<file path="config.mk">
export PLATFORM = sky130hd
export DESIGN_NAME = shared_alu_arbiter
export DESIGN_NICKNAME = d
export VERILOG_FILES = /design/src/rtl/shared_alu_arbiter.sv
export SDC_FILE = /design/constraint.sdc
export NUM_CORES = 1
export LEC_CHECK = 0
export BUFFER_PORTS_ARGS = -buffer_cell sky130_fd_sc_hd__clkbuf_2
export CORE_MARGIN = 2
export CORE_UTILIZATION = 35
export DETAILED_ROUTE_END_ITERATION = 6
export GPL_TIMING_DRIVEN = 0
export PLACE_DENSITY = 0.67
export SKIP_LAST_GASP = 1
export SYNTH_ARGS = -nofsm -noshare
export SYNTH_HDL_FRONTEND = slang
export SYNTH_SLANG_ARGS = --single-unit
</file>
<file path="constraint.sdc">
create_clock -name CLK -period 5.3 [get_ports CLK]
set_input_delay 1.06 -clock CLK [delete_from_list [all_inputs] [get_ports CLK]]
set_output_delay 1.06 -clock CLK [all_outputs]
set_load 0.02 [all_outputs]
</file>
<file path="src/rtl/shared_alu_arbiter.sv">
// -----------------------------------------------------------------------------
// shared_alu_arbiter
//
// Round-robin arbiter and operand/result router placed in front of a single
// shared ALU. Up to NCH clients request the ALU with a level REQ. The winner's
// operands are latched, the ALU is started, and the result is latched and
// returned with a one-cycle DONE pulse to the owner.
//
// Ports
//   CLK, RST              clock, synchronous active-high reset
//   REQ[NCH]              per-channel request level
//   REQ_X/REQ_Y           packed operands, channel k at [k*DW +: DW]
//   REQ_TYPE/REQ_MODE     packed alu_type (3b) / mode_type (2b) codes
//   X_IN, Y_IN, ALU_TYPE, MODE_TYPE, ALU_START   towards the ALU
//   FOUT, POUT, ALU_DONE  from the ALU
//   GNT[NCH]              one-hot current owner
//   DONE[NCH]             one-cycle completion pulse to the owner
//   RES_F, RES_P          latched results, held until the next completion
//   BUSY                  arbiter not idle
//   ERR[NCH]              sticky per-channel timeout flag (timeout build only)
//
// Build option: define SHARED_ALU_TIMEOUT_EN to bound the WAIT state with a
// TMO_W-bit counter; on expiry the owner gets ERR, zero results and DONE.
// -----------------------------------------------------------------------------
module shared_alu_arbiter #(
    parameter int NCH   = 2,
    parameter int DW    = 13,
    parameter int GW    = 3,
    parameter int TMO_W = 8
) (
    input  logic               CLK,
    input  logic               RST,
    input  logic [NCH-1:0]     REQ,
    input  logic [NCH*DW-1:0]  REQ_X,
    input  logic [NCH*DW-1:0]  REQ_Y,
    input  logic [NCH*3-1:0]   REQ_TYPE,
    input  logic [NCH*2-1:0]   REQ_MODE,
    output logic [DW-1:0]      X_IN,
    output logic [DW-1:0]      Y_IN,
    output logic               ALU_START,
    output logic [2:0]         ALU_TYPE,
    output logic [1:0]         MODE_TYPE,
    input  logic [DW-1:0]      FOUT,
    input  logic [DW-1:0]      POUT,
    input  logic               ALU_DONE,
    output logic [NCH-1:0]     GNT,
    output logic [NCH-1:0]     DONE,
    output logic [DW-1:0]      RES_F,
    output logic [DW-1:0]      RES_P,
    output logic               BUSY
`ifdef SHARED_ALU_TIMEOUT_EN
    ,
    output logic [NCH-1:0]     ERR
`endif
);

    // Channel slots are padded to 2**GW so any GW-bit index is in range.
    localparam int NSLOT = 1 << GW;

    typedef enum logic [1:0] {S_IDLE, S_ISSUE, S_WAIT, S_RESP} state_t;

    generate
        if (NCH < 2 || NCH > 8 || NSLOT < NCH || TMO_W < 2) begin : g_param_err
            $error("shared_alu_arbiter: illegal NCH/GW/TMO_W combination");
        end
    endgenerate

    state_t          state_q, state_d;
    logic [GW-1:0]   ptr_q, ptr_d;
    logic [NCH-1:0]  gnt_q, gnt_d;
    logic            start_q, start_d;
    logic [DW-1:0]   x_q, x_d, y_q, y_d;
    logic [2:0]      type_q, type_d;
    logic [1:0]      mode_q, mode_d;
    logic [DW-1:0]   res_f_q, res_f_d, res_p_q, res_p_d;
`ifdef SHARED_ALU_TIMEOUT_EN
    logic [TMO_W-1:0] tmo_q, tmo_d;
    logic [NCH-1:0]   err_q, err_d;
`endif

    // Unpack the request bus into indexable per-channel slots.
    logic [NSLOT-1:0] req_slot;
    logic [DW-1:0]    x_slot    [NSLOT];
    logic [DW-1:0]    y_slot    [NSLOT];
    logic [2:0]       type_slot [NSLOT];
    logic [1:0]       mode_slot [NSLOT];

    genvar gi;
    generate
        for (gi = 0; gi < NSLOT; gi++) begin : g_slot
            if (gi < NCH) begin : g_used
                assign req_slot[gi]  = REQ[gi];
                assign x_slot[gi]    = REQ_X[gi*DW +: DW];
                assign y_slot[gi]    = REQ_Y[gi*DW +: DW];
                assign type_slot[gi] = REQ_TYPE[gi*3 +: 3];
                assign mode_slot[gi] = REQ_MODE[gi*2 +: 2];
            end else begin : g_pad
                assign req_slot[gi]  = 1'b0;
                assign x_slot[gi]    = '0;
                assign y_slot[gi]    = '0;
                assign type_slot[gi] = '0;
                assign mode_slot[gi] = '0;
            end
        end
    endgenerate

    // Round-robin search: first requester at pointer+1, pointer+2, ... mod NCH.
    // ptr < NCH and i <= NCH, so one conditional subtract wraps correctly.
    logic [GW:0]   cand;
    logic          win_valid;
    logic [GW-1:0] win_idx;

    always_comb begin
        cand      = '0;
        win_valid = 1'b0;
        win_idx   = '0;
        for (int i = 1; i <= NCH; i++) begin
            cand = {1'b0, ptr_q} + (GW+1)'(i);
            if (cand >= (GW+1)'(NCH)) begin
                cand = cand - (GW+1)'(NCH);
            end
            if (!win_valid && req_slot[cand[GW-1:0]]) begin
                win_valid = 1'b1;
                win_idx   = cand[GW-1:0];
            end
        end
    end

    always_comb begin
        state_d = state_q;
        ptr_d   = ptr_q;
        gnt_d   = gnt_q;
        start_d = start_q;
        x_d     = x_q;
        y_d     = y_q;
        type_d  = type_q;
        mode_d  = mode_q;
        res_f_d = res_f_q;
        res_p_d = res_p_q;
`ifdef SHARED_ALU_TIMEOUT_EN
        tmo_d   = tmo_q;
        err_d   = err_q;
`endif
        case (state_q)
            S_IDLE: begin
                if (win_valid) begin
                    x_d     = x_slot[win_idx];
                    y_d     = y_slot[win_idx];
                    type_d  = type_slot[win_idx];
                    mode_d  = mode_slot[win_idx];
                    gnt_d   = NCH'(1) << win_idx;
                    ptr_d   = win_idx;
                    start_d = 1'b1;
                    state_d = S_ISSUE;
                end
            end
            S_ISSUE: begin
`ifdef SHARED_ALU_TIMEOUT_EN
                tmo_d   = '0;
`endif
                state_d = S_WAIT;
            end
            S_WAIT: begin
                if (ALU_DONE) begin
                    res_f_d = FOUT;
                    res_p_d = POUT;
                    start_d = 1'b0;
                    state_d = S_RESP;
                end
`ifdef SHARED_ALU_TIMEOUT_EN
                else if (tmo_q == '1) begin
                    // Give up on the ALU: flag the owner but still complete.
                    err_d   = err_q | gnt_q;
                    res_f_d = '0;
                    res_p_d = '0;
                    start_d = 1'b0;
                    state_d = S_RESP;
                end else begin
                    tmo_d = tmo_q + TMO_W'(1);
                end
`endif
            end
            S_RESP: begin
                gnt_d   = '0;
                state_d = S_IDLE;
            end
            default: state_d = S_IDLE;
        endcase
    end

    always_ff @(posedge CLK) begin
        if (RST) begin
            state_q <= S_IDLE;
            ptr_q   <= GW'(NCH - 1);
            gnt_q   <= '0;
            start_q <= 1'b0;
            x_q     <= '0;
            y_q     <= '0;
            type_q  <= '0;
            mode_q  <= '0;
            res_f_q <= '0;
            res_p_q <= '0;
`ifdef SHARED_ALU_TIMEOUT_EN
            tmo_q   <= '0;
            err_q   <= '0;
`endif
        end else begin
            state_q <= state_d;
            ptr_q   <= ptr_d;
            gnt_q   <= gnt_d;
            start_q <= start_d;
            x_q     <= x_d;
            y_q     <= y_d;
            type_q  <= type_d;
            mode_q  <= mode_d;
            res_f_q <= res_f_d;
            res_p_q <= res_p_d;
`ifdef SHARED_ALU_TIMEOUT_EN
            tmo_q   <= tmo_d;
            err_q   <= err_d;
`endif
        end
    end

    assign X_IN      = x_q;
    assign Y_IN      = y_q;
    assign ALU_TYPE  = type_q;
    assign MODE_TYPE = mode_q;
    assign ALU_START = start_q;
    assign GNT       = gnt_q;
    // DONE is the grant qualified by the single RESP cycle.
    assign DONE      = gnt_q & {NCH{state_q == S_RESP}};
    assign RES_F     = res_f_q;
    assign RES_P     = res_p_q;
    assign BUSY      = (state_q != S_IDLE);
`ifdef SHARED_ALU_TIMEOUT_EN
    assign ERR       = err_q;
`endif

endmodule
</file>
# Yosys cells after proc, flatten, opt, wreduce, memory -nomap -nowiden

Index checks and enable logic that the tools add are counted.

$add $sub $neg: 4
Magnitude comparators: 5
Equal/unequal tests: 5
Shift-type cells: 1
Multiplexer cells: 30
Bitwise operators: 2
Reduce and logical (&&, ||, !) cells: 11

Operators with widths:

| cell                                                        | number |
|---|---|
| binary-select mux 13 bit (select 3 bit)                     | 2 |
| 2-to-1 mux 13 bit                                           | 4 |
| 2-to-1 mux 3 bit                                            | 6 |
| 2-to-1 mux 2 bit                                            | 5 |
| binary-select mux 3 bit (select 3 bit)                      | 1 |
| >= comparator 4 x 2 -> 1 bit (second input constant)        | 2 |
| less-than comparator 3 x 4 -> 1 bit (second input constant) | 2 |
| one-hot mux 2 bit (4 select lines)                          | 1 |
| AND reduction 2 bit                                         | 4 |
| binary-select mux 1 bit (select 3 bit)                      | 2 |
| binary-select mux 2 bit (select 3 bit)                      | 1 |
| 2-to-1 mux 1 bit                                            | 6 |
| nonzero test 2 bit                                          | 3 |
| subtractor 3 x 2 -> 3 bit (second input constant)           | 2 |
| adder 3 x 1 -> 4 bit (second input constant)                | 1 |
| adder 3 x 2 -> 4 bit (second input constant)                | 1 |
| equality test 2 bit (second input constant)                 | 2 |
| >= comparator 4 bit (second input constant)                 | 1 |
| inequality test 2 bit (second input constant)               | 2 |
| inverter 3 -> 4 bit                                         | 1 |
| one-hot mux 2 bit (2 select lines)                          | 1 |
| AND reduction 3 bit                                         | 1 |
| << shifter 1 x 3 -> 2 bit (first input constant)            | 1 |
| bitwise AND 2 bit                                           | 1 |
| 5 further kinds                                             | 5 |

Register bits after elaboration: 65
Output and inout port bits: 63
Word-level logic and storage cells: 68

# Depth between registers and ports, before layout

Gate-level depths: netlist of the first run.

Depth after elaboration: 13
Depth in mapped cells: 9
Depth with buffers taken out: 7

# Worst setup path before layout of the first run

OpenSTA, ideal clock, no wires.

Path kind: in2reg
Start point: input port REQ[0]
End point: register type_q[2], in the netlist ALU_TYPE[2]
Library setup time: 130 ps
Data arrival time: 2211 ps
Slack: 2960 ps
Stages: 6
Path through: mux2i_1 > a211oi_4 > nand2_2 > o22ai_4 > buf_2 > a222oi_1

Cells in the longest elaborated chain, start to end: 10
Elaborated cells between the ends (all ways): 15
Classes of those cells: 11 x mux; 1 x bitwise; 3 x reduce/logical

Ends and longest elaborated chain:

| item                                                | RTL line | text |
|---|---|---|
| start, declared                                     | 33       | `input logic [NCH-1:0] REQ,` |
| binary-select mux 1 bit (select 3 bit)              | 122      | `if (!win_valid && req_slot[cand[GW-1:0]]) begin` |
| 2-to-1 mux 1 bit (implied by the code)              | 122      |  |
| 2-to-1 mux 1 bit                                    | 122      |  |
| zero test 1 bit                                     | 122      |  |
| logical AND 1 bit                                   | 122      |  |
| 2-to-1 mux 3 bit                                    | 122      |  |
| inverter 3 -> 4 bit (implied by the code)           | 149      | `type_d = type_slot[win_idx];` |
| binary-select mux 3 bit (select 3 bit)              | 149      |  |
| 2-to-1 mux 3 bit (implied by the code) (2 in a row) | 149      |  |
| end signal, assigned                                | 214      | `type_q <= type_d;` |
| end, declared                                       | 73       | `logic [2:0] type_q, type_d;` |

Parallel ways exist; a longest one is shown, timed or not. The select of a mux whose other input is x is not followed.
A chain may end at the register's enable or synchronous reset.

# Worst setup path after layout of the first run

Start point: register ptr_q[0]
End point: register x_q[1], in the netlist X_IN[1]

Cells in the longest elaborated chain, start to end: 13
Elaborated cells between the ends (all ways): 23
Classes of those cells: 4 x add/sub; 2 x order compare; 13 x mux; 1 x bitwise; 3 x reduce/logical

Ends and longest elaborated chain:

| item                                                                      | RTL line | text |
|---|---|---|
| start, declared                                                           | 69       | `logic [GW-1:0] ptr_q, ptr_d;` |
| start signal, assigned                                                    | 194      | `ptr_q <= GW'(NCH - 1);` |
| start signal, assigned                                                    | 209      | `ptr_q <= ptr_d;` |
| adder 3 x 1 -> 4 bit                                                      | 118      | `cand = {1'b0, ptr_q} + (GW+1)'(i);` |
| >= comparator 4 x 2 -> 1 bit or subtractor 3 x 2 -> 3 bit (tied branches) | 119, 120 |  |
| 2-to-1 mux 3 bit                                                          | 119      | `if (cand >= (GW+1)'(NCH)) begin` |
| binary-select mux 1 bit (select 3 bit)                                    | 122      |  |
| 2-to-1 mux 1 bit (implied by the code)                                    | 122      |  |
| 2-to-1 mux 1 bit                                                          | 122      |  |
| zero test 1 bit                                                           | 122      |  |
| logical AND 1 bit                                                         | 122      |  |
| 2-to-1 mux 3 bit                                                          | 122      |  |
| inverter 3 -> 4 bit (implied by the code)                                 | 147      | `x_d = x_slot[win_idx];` |
| binary-select mux 13 bit (select 3 bit)                                   | 147      |  |
| 2-to-1 mux 13 bit (implied by the code) (2 in a row)                      | 147      |  |
| end signal, assigned                                                      | 197      | `x_q <= '0;` |
| end signal, assigned                                                      | 212      | `x_q <= x_d;` |
| end, declared                                                             | 72       | `logic [DW-1:0] x_q, x_d, y_q, y_d;` |

Parallel ways exist; a longest one is shown, timed or not. The select of a mux whose other input is x is not followed.

==> impl_metrics.json, run 1 <==
{
  "status": "completed",
  "drv_slew": 0,
  "hold_start": "RES_F[2]",
  "antenna_found_initial": 0,
  "nets": 616,
  "fp.dieArea_um2": 9360,
  "reg2reg_slack_ps": 2600,
  "drtIter0Drc": 141,
  "ios": 156,
  "r2r_cells": 9,
  "crit_path_end_kind": "flop",
  "synth_area_per_cell_um2": 8.68,
  "drive_gt1_share_pct": 35.9,
  "drc": 0,
  "path_max_fanout": 10,
  "grt_first_pass_wirelength_mm": 13.1,
  "fin_crit_sh_pct": 51.0,
  "multi_input_comb_area_um2": 1370,
  "yosysSeqAreaShare_pct": 43.2,
  "cts_tree": "yes",
  "viasPerCell": 4.75,
  "cpPeakStageDelay_ps": 650,
  "die_y_um": 96.8,
  "power_frac_seq_pct": 33.8,
  "leakage_uw": 0.00208,
  "die_x_um": 96.8,
  "placed_area_um2": 3920,
  "syn_nets": 450,
  "cpLargestDelayFamily": "compound AO/OA/AOI/OAI gates",
  "synth_top_area_share_pct": 43.2,
  "netSwitchingPower_uw": 864,
  "max_slew_margin_pct": 57.5,
  "cpMostUsedCell": "buf_6",
  "hold_path_end": "RES_F[2]",
  "r2r-end": "X_IN[1]",
  "vias": 2957,
  "critPathKind": "reg2reg",
  "ir_worst_vdd_mv": 0.271,
  "ys_warn_count": 0,
  "wirelength_mm": 8.01,
  "syn2layout_area_growth_pct": 37.4,
  "setup_viol": 0,
  "synth_enable_flop_cells": 0,
  "power_density_nw_per_um2": 521,
  "diodes": 0,
  "start_kind": "flop",
  "r2r_start": "ptr_q[0]",
  "holdBufCountCts": 0,
  "grt_pass1_vias": 2934,
  "cts_setup_buffers": 0,
  "synth.distinct_cells": 36,
  "syn_area_um2": 3010,
  "min_path_cells": 2,
  "initial_utilization_pct": 36.3,
  "gp_congestion": 0.802,
  "row_count": 33,
  "worstMarginPinSlew_ps": 638,
  "synth_seq_cells": 65,
  "finalHoldViolCount": 0,
  "dp_hpwl_mm": 6.09,
  "critPathArrivalTime_ps": 2910,
  "hold_class": "reg2reg",
  "syn-instance-count": 347,
  "cp.required_ps": 5510,
  "power.internal_uw": 1290,
  "clock_latency_ps": 340,
  "synth_ff_type": "dfxtp_1",
  "worst_clock_skew_ps": 8.63,
  "worst-path-buf-inv": 3,
  "netSwitchingFraction_pct": 40.0,
  "cp_cell_sequence": "buf_6, inv_1, ha_1, nor3b_1, xnor2_1, nand2_1, o32ai_2, buf_6, a222oi_1",
  "post_cts_resized": 0,
  "cap_violations": 0,
  "path_clk_slew_ps": 70,
  "yosys.area.top_type": "dfxtp_1",
  "async_flop_share_pct": 0,
  "mostFrequentLayoutCells": "clkbuf_2 (155), dfxtp_1 (65), inv_1 (59), nand2_1 (56), nand2b_1 (28)",
  "finalCoreUtilization_pct": 49.9,
  "clockRootBuffer": "clkbuf_8",
  "numCtsBuffers": 9,
  "path_depth": 9,
  "final.setup.tns_ps": 0,
  "cts_buffer_depth": 2,
  "cpMaxStageDelayCell": "o32ai_2",
  "core_area_um2": 8300,
  "fin_crit_ps": 2700,
  "grt_max_degree": 12,
  "fill_cells": 833,
  "fmax_mhz": 370,
  "synth.area.top_cells": "dfxtp_1 (43%), a222oi_1 (8.3%), inv_1 (7.4%)",
  "track_usage_pct": 16.8,
  "globalRouteOverflowTotal": 0,
  "total_power_uw": 2160,
  "ant_nets": 0,
  "port_buffers": 155,
  "seq_area_um2": 1300,
  "p_clk_share_pct": 21.9,
  "firstDrtPassIters": 7,
  "pwr-share-comb_pct": 44.3,
  "fin_area_um2": 4140,
  "clkSinkCount": 65,
  "htreeDepth": 3,
  "wl_per_cell_um": 12.9,
  "final_common_cell": "clkbuf_2",
  "rsz0062_at_grt": "no"
}
==> metrics by stage <==
stage,worst slack [ps],hold WS [ps],std cells
floorplan,2960,485,347
detailed placement,2540,447,607
finish,2600,457,623
global placement,2550,441,607
CTS,2540,457,623
global route,2320,479,623
==> worst min-delay path, delay by kind of cell (launching register included) <==
| kind | cells | cell delay (ps) |
|---|---|---|
| AO/OA/AOI/OAI | 1 | 50 |
| AND/OR/NAND/NOR | 1 | 50 |
| flip-flops | 1 | 310 |
==> per-layer routing <==
layer  up-vias  track usage (%)  wire, um
met5         -                0         0
li1       1490                -         -
met2        98             30.8      4070
met3        11             4.84       534
met4         0             5.96        97
met1      1358             18.3      3320
==> how the worst max path moves through the flow <==
stage | from | end | slack (ps)
3_5_place_dp | REQ[1] | X_IN[1] | 2540
3_3_place_gp | REQ[0] | X_IN[10] | 2550
5_1_grt | ptr_q[0] | ALU_TYPE[2] | 2320
4_1_cts | ptr_q[0] | X_IN[1] | 2540
2_1_floorplan | REQ[0] | ALU_TYPE[2] | 2960
6_report | ptr_q[0] | X_IN[1] | 2600
==> cells in the mapped netlist, types with 2 or more instances <==
cell and n:
a21oi_1 27, clkbuf_1 12, and2_1 6, a222oi_1 25, inv_1 59, buf_6 4, a22o_1 2, dfxtp_1 65
nor2_1 5, nand2b_1 28, a211oi_1 2, nand2_1 56, or2_0 6, mux2i_1 4, ha_1 10, a32o_1 6
clkbuf_8 2, nand3b_1 6, nand2_2 2, o32ai_1 2, xnor2_1 3
==> power groups by stage <==
| stage | registers, uW | logic, uW | clock network, uW |
|---|---|---|---|
| floorplan | 898 | 493 | 0 |
| global placement | 733 | 943 | 0 |
| detailed placement | 740 | 966 | 0 |
| CTS | 731 | 969 | 485 |
| global route | 750 | 1040 | 505 |
| finish | 730 | 956 | 472 |
==> state kept, by name (all words and copies together) (netlist names) <==
name and flops:
RES_F 13, RES_P 13, ALU_TYPE 3, X_IN 13, state_q 2, Y_IN 13
ptr_q 3, MODE_TYPE 2, GNT 2, ALU_START 1
==> area by class of cell <==
cell class,count,area share (%)
multi-input cells,204,33.0
flip-flops and latches,65,31.4
repair buffers,155,18.7
inverters,59,5.35
clock buffers,11,3.42
well taps,105,3.17
plain buffers,19,2.96
clock inverters,5,1.90
==> cell families after synthesis <==
kind of cell / after synthesis / synth area share, %
AO/OA/AOI/OAI: 73 / 20.0
multiplexers: 4 / 1.33
adder cells (fa/ha/maj): 10 / 4.15
XOR/XNOR: 4 / 1.16
flip-flops: 65 / 43.2
AND/OR/NAND/NOR: 113 / 18.7
buffers and inverters: 78 / 11.4
No activity file was read; power rests on OpenSTA's default activity.
==> run 2, diff against run 1 <==
==> constraint.sdc (replaced) <==
create_clock -name CLK -period 2.6 [get_ports CLK]
set_input_delay 0.52 -clock CLK [delete_from_list [all_inputs] [get_ports CLK]]
set_output_delay 0.52 -clock CLK [all_outputs]
set_load 0.02 [all_outputs]
==> run 2 against run 1 <==
Against the previous run:
- hold slack worse by 60 ps
- sequential power up 100%
- clock power up 100%
- critical path depth up 1
- flip-flop and latch count unchanged
- register-to-register slack worse by 2500 ps
==> impl_metrics.json, run 2 (synthesis results as in run 1) <==
{
  "drv_slew": 0,
  "nets": 622,
  "setup_viol": 0,
  "holdBufCountCts": 0,
  "cp.required_ps": 2810,
  "max_slew_margin_pct": 62.2,
  "leakage_uw": 0.00211,
  "fill_cells": 826,
  "r2r-end": "X_IN[1]",
  "final.setup.tns_ps": 0,
  "r2r_start": "ptr_q[0]",
  "status": "completed",
  "fin_crit_sh_pct": 97.4,
  "hold_path_end": "RES_F[7]",
  "mostFrequentLayoutCells": "clkbuf_2 (155), dfxtp_1 (65), inv_1 (59), nand2_1 (55), nand2b_1 (28)",
  "antenna_found_initial": 0,
  "row_count": 33,
  "grt_pass1_vias": 2949,
  "numCtsBuffers": 9,
  "holdWs_ps": 397,
  "clkSinkCount": 65,
  "initial_utilization_pct": 36.3,
  "critPathArrivalTime_ps": 2740,
  "cpLargestDelayFamily": "compound AO/OA/AOI/OAI gates",
  "cpMaxStageDelayCell": "dfxtp_1",
  "track_usage_pct": 16.9,
  "core_area_um2": 8300,
  "clockRootBuffer": "clkbuf_8",
  "final_common_cell": "clkbuf_2",
  "wl_per_cell_um": 12.9,
  "setup_ws_ps": 66.7,
  "grt_max_degree": 12,
  "die_y_um": 96.8,
  "min_path_cells": 3,
  "worst_clock_skew_ps": 9.88,
  "power_density_nw_per_um2": 1070,
  "wirelength_mm": 8.11,
  "critPathKind": "reg2reg",
  "cap_violations": 0,
  "drtIter0Drc": 150,
  "hold_start": "FOUT[7]",
  "cts_tree": "yes",
  "gp_congestion": 0.802,
  "finalCoreUtilization_pct": 50.7,
  "dpl_worst_slack_ps": -138,
  "r2r_cells": 10,
  "htreeDepth": 3,
  "finalHoldViolCount": 0,
  "worstMarginPinSlew_ps": 562,
  "crit_path_end_kind": "flop",
  "cpMostUsedCell": "inv_1",
  "clock_latency_ps": 340,
  "cpPeakStageDelay_ps": 370,
  "cts_buffer_depth": 2,
  "vias": 3012,
  "fmax_mhz": 395,
  "ios": 156,
  "ant_nets": 0,
  "reg2reg_slack_ps": 70,
  "hold_class": "in2reg",
  "fin_crit_ps": 2530,
  "dp_hpwl_mm": 6.09,
  "cp_cell_sequence": "buf_6, inv_1, ha_1, inv_1, a211oi_4, buf_4, a21o_2, nand2_2, clkbuf_8, a222oi_1",
  "path_max_fanout": 10,
  "worst-path-buf-inv": 5,
  "fp.dieArea_um2": 9360,
  "globalRouteOverflowTotal": 0,
  "syn2layout_area_growth_pct": 39.8,
  "drive_gt1_share_pct": 36.8,
  "viasPerCell": 4.79,
  "ir_worst_vdd_mv": 0.552,
  "port_buffers": 155,
  "firstDrtPassIters": 6,
  "die_x_um": 96.8,
  "diodes": 0,
  "start_kind": "flop",
  "grt_first_pass_wirelength_mm": 13.1,
  "drc": 0,
  "path_clk_slew_ps": 70
}
[run 2: final cells by class]
class | count | area, um^2 | share of cell area [%]
Multi-Input combinational cell | 204 | 1380 | 32.8
Sequential cell | 65 | 1300 | 30.9
Timing Repair Buffer | 161 | 833 | 19.8
Inverter | 59 | 221 | 5.26
Clock buffer | 11 | 141 | 3.36
Tap cell | 105 | 131 | 3.12
Buffer | 19 | 123 | 2.91
Clock inverter | 5 | 78.8 | 1.87
[run 2: timing repair]
action	CTS	global route
setup buffers	0	6
endpoints found under the setup margin	24	25
cloned	0	0
hold endpoints to repair	0	0
pin swaps	1	4
resized for setup	1	1
[run 2: worst register-to-register path, delay by kind of cell, from the launching register on]
kind	cells	cell delay, ps
compound gates	3	810
fa+ha+maj	1	310
buf+inv	5	800
flops	1	370
simple gates	1	130
[run 2: how the worst max path moves through the flow]
stage                     startpoint  endpoint  slack [ps]  cells past startpoint
final                       ptr_q[0]   X_IN[1]          70                     10
after global placement      ptr_q[0]  X_IN[10]         -40                      9
after floorplan             ptr_q[0]   Y_IN[8]         340                      9
after global routing        ptr_q[0]  X_IN[11]         -10                     10
after CTS                   ptr_q[0]   X_IN[1]          30                      9
after detailed placement    ptr_q[0]   X_IN[1]        -140                      9
[run 2: power by group]
part,internal [uW],switching (uW)
Clock,565,398
Combinational,841,1230
Sequential,1310,178
[run 2: routing by layer]
layer / GRT usage (%) / wire length [um]
met3: 6.14 / 605
met2: 30.3 / 4080
met5: 0 / 0
met1: 18.2 / 3310
met4: 5.74 / 114
[run 2: stage by stage]
stage / instances / total power [uW] / instance area [um^2]
detailed placement: 607 / 3480 / 3920
finish: 629 / 4520 / 4210
CTS: 623 / 4470 / 4150
global route: 629 / 4790 / 4210
global placement: 607 / 3420 / 3920
floorplan: 347 / 2840 / 3010
==> run 3, diff against run 2 <==
--- a/config.mk
+++ b/config.mk
@@ -7,10 +7,10 @@
 export LEC_CHECK = 0
 export BUFFER_PORTS_ARGS = -buffer_cell sky130_fd_sc_hd__clkbuf_2
 export CORE_MARGIN = 2
-export CORE_UTILIZATION = 35
+export CORE_UTILIZATION = 41
 export DETAILED_ROUTE_END_ITERATION = 6
 export GPL_TIMING_DRIVEN = 0
-export PLACE_DENSITY = 0.67
+export PLACE_DENSITY = 0.77
 export SKIP_LAST_GASP = 1
 export SYNTH_ARGS = -nofsm -noshare
 export SYNTH_HDL_FRONTEND = slang
==> run 3 against run 2 <==
Against the previous run:
- flip-flop and latch count did not move
- via count increased by 0.13%
- wire length fell by 1.8%
- combinational power hardly changed
- count of clock-buffer cells in the layout shrank 1
- worst setup slack improved by 150 ps
- critical path depth down 1
==> impl_metrics.json, run 3 (synthesis results as in run 1) <==
{
  "die_x_um": 89.7,
  "globalRouteOverflowTotal": 0,
  "initial_utilization_pct": 42.0,
  "wl_per_cell_um": 12.8,
  "clkSinkCount": 65,
  "htreeDepth": 3,
  "cts_buffer_depth": 2,
  "grt_max_degree": 13,
  "track_usage_pct": 19.5,
  "die_y_um": 89.7,
  "ir_worst_vdd_mv": 0.572,
  "max_slew_margin_pct": 64.7,
  "multi_input_comb_area_um2": 1390,
  "numCtsBuffers": 9,
  "fin_crit_ps": 2380,
  "nets": 622,
  "setup_ws_ps": 220,
  "row_count": 31,
  "antenna_found_initial": 0,
  "seq_area_um2": 1300,
  "port_buffers": 155,
  "start_kind": "flop",
  "worst_clock_skew_ps": 6.77,
  "hold_class": "in2reg",
  "cp.required_ps": 2830,
  "final_common_cell": "clkbuf_2",
  "fin_crit_sh_pct": 91.5,
  "drc": 0,
  "fp.dieArea_um2": 8050,
  "status": "completed",
  "r2r_cells": 9,
  "vias": 3016,
  "syn2layout_area_growth_pct": 39.6,
  "holdWs_ps": 396,
  "viasPerCell": 4.84,
  "drv_slew": 0,
  "finalHoldViolCount": 0,
  "min_path_cells": 3,
  "power_density_nw_per_um2": 1070,
  "critPathKind": "reg2reg",
  "core_area_um2": 7180,
  "finalCoreUtilization_pct": 58.6,
  "wirelength_mm": 7.96,
  "critPathArrivalTime_ps": 2610,
  "firstDrtPassIters": 5,
  "fmax_mhz": 420,
  "cap_violations": 0,
  "cts_tree": "yes",
  "rsz0062_at_grt": "no",
  "leakage_uw": 0.00211,
  "drive_gt1_share_pct": 37.2,
  "fin_area_um2": 4200,
  "ant_nets": 0,
  "clock_latency_ps": 330,
  "fill_cells": 674,
  "path_max_fanout": 9,
  "gp_congestion": 0.828,
  "crit_path_end_kind": "flop",
  "grt_pass1_vias": 3008,
  "diodes": 0,
  "setup_viol": 0,
  "worstMarginPinSlew_ps": 526,
  "dp_hpwl_mm": 5.83,
  "dpl_worst_slack_ps": -197,
  "drtIter0Drc": 179,
  "path_clk_slew_ps": 80,
  "grt_first_pass_wirelength_mm": 13.0,
  "clockRootBuffer": "clkbuf_8",
  "ios": 156,
  "mostFrequentLayoutCells": "clkbuf_2 (155), dfxtp_1 (65), inv_1 (59), nand2_1 (55), nand2b_1 (28)",
  "placed_area_um2": 3910
}
## run 3: changes by cell type in the layout (fill, tap and decap cells not counted), sizes merged
cell / before / now
inv: 59 / 60
clkbuf: 180 / 179
clkinvlp: 0 / 1
clkinv: 3 / 2
## run 3: path summary, 6_finish.rpt
path	startpoint	end	slack (ps)
setup reg to reg	ptr_q[0]	ALU_TYPE[1]	220
setup / recovery	ptr_q[0]	ALU_TYPE[1]	220
hold reg to reg	RES_P[3]	RES_P[3]	460
hold / removal	POUT[4]	RES_P[4]	400
## run 3: area by class of cell
cell class	instances	area share [%]
plain buffers	19	2.92
clock buffers	10	3.27
clock inverters	6	2.14
inverters	59	5.27
multi-input cells	204	33.0
flip-flops and latches	65	31.0
well taps	99	2.95
repair buffers	161	19.5
## run 3: power breakdown
part / internal, uW / switching, uW / total (uW) / leakage (uW)
clock: 569 / 406 / 976 / 0.000113
sequential: 1310 / 171 / 1480 / 0.000534
combinational: 826 / 1220 / 2040 / 0.00146
total: 2710 / 1790 / 4500 / 0.00211
## run 3: per-layer routing
| metal | global-route usage [%] | part of all wire (%) | up-vias |
|---|---|---|---|
| met5 | 0 | 0 | - |
| met4 | 8.08 | 1.1 | 0 |
| met3 | 4.36 | 6.0 | 9 |
| met2 | 34.3 | 50 | 112 |
| met1 | 22.9 | 43 | 1385 |
| li1 | - | - | 1510 |
## run 3: critical path: stages, from the launching register on
cell	delay, ps
dfxtp_1	370
buf_6	170
inv_1	150
ha_1	310
inv_1	70
a211oi_4	360
buf_4	180
xnor2_1	150
or2_0	260
a32o_1	260
## run 3: through the flow
| step | total power (uW) | instances | TNS, ps |
|---|---|---|---|
| 3_3_place_gp | 3400 | 601 | -830 |
| 3_5_place_dp | 3460 | 601 | -3850 |
| 4_1_cts | 4500 | 619 | 0 |
| 5_1_grt | 4770 | 623 | 0 |
| 6_report | 4500 | 623 | 0 |
| 2_1_floorplan | 2840 | 347 | 0 |
## run 3: timing repair
action	CTS	global route
cloned	0	0
setup buffers	2	4
endpoints found under the setup margin	25	25
pin swaps	1	3
gates resized for setup	1	2
hold buffers	0	0
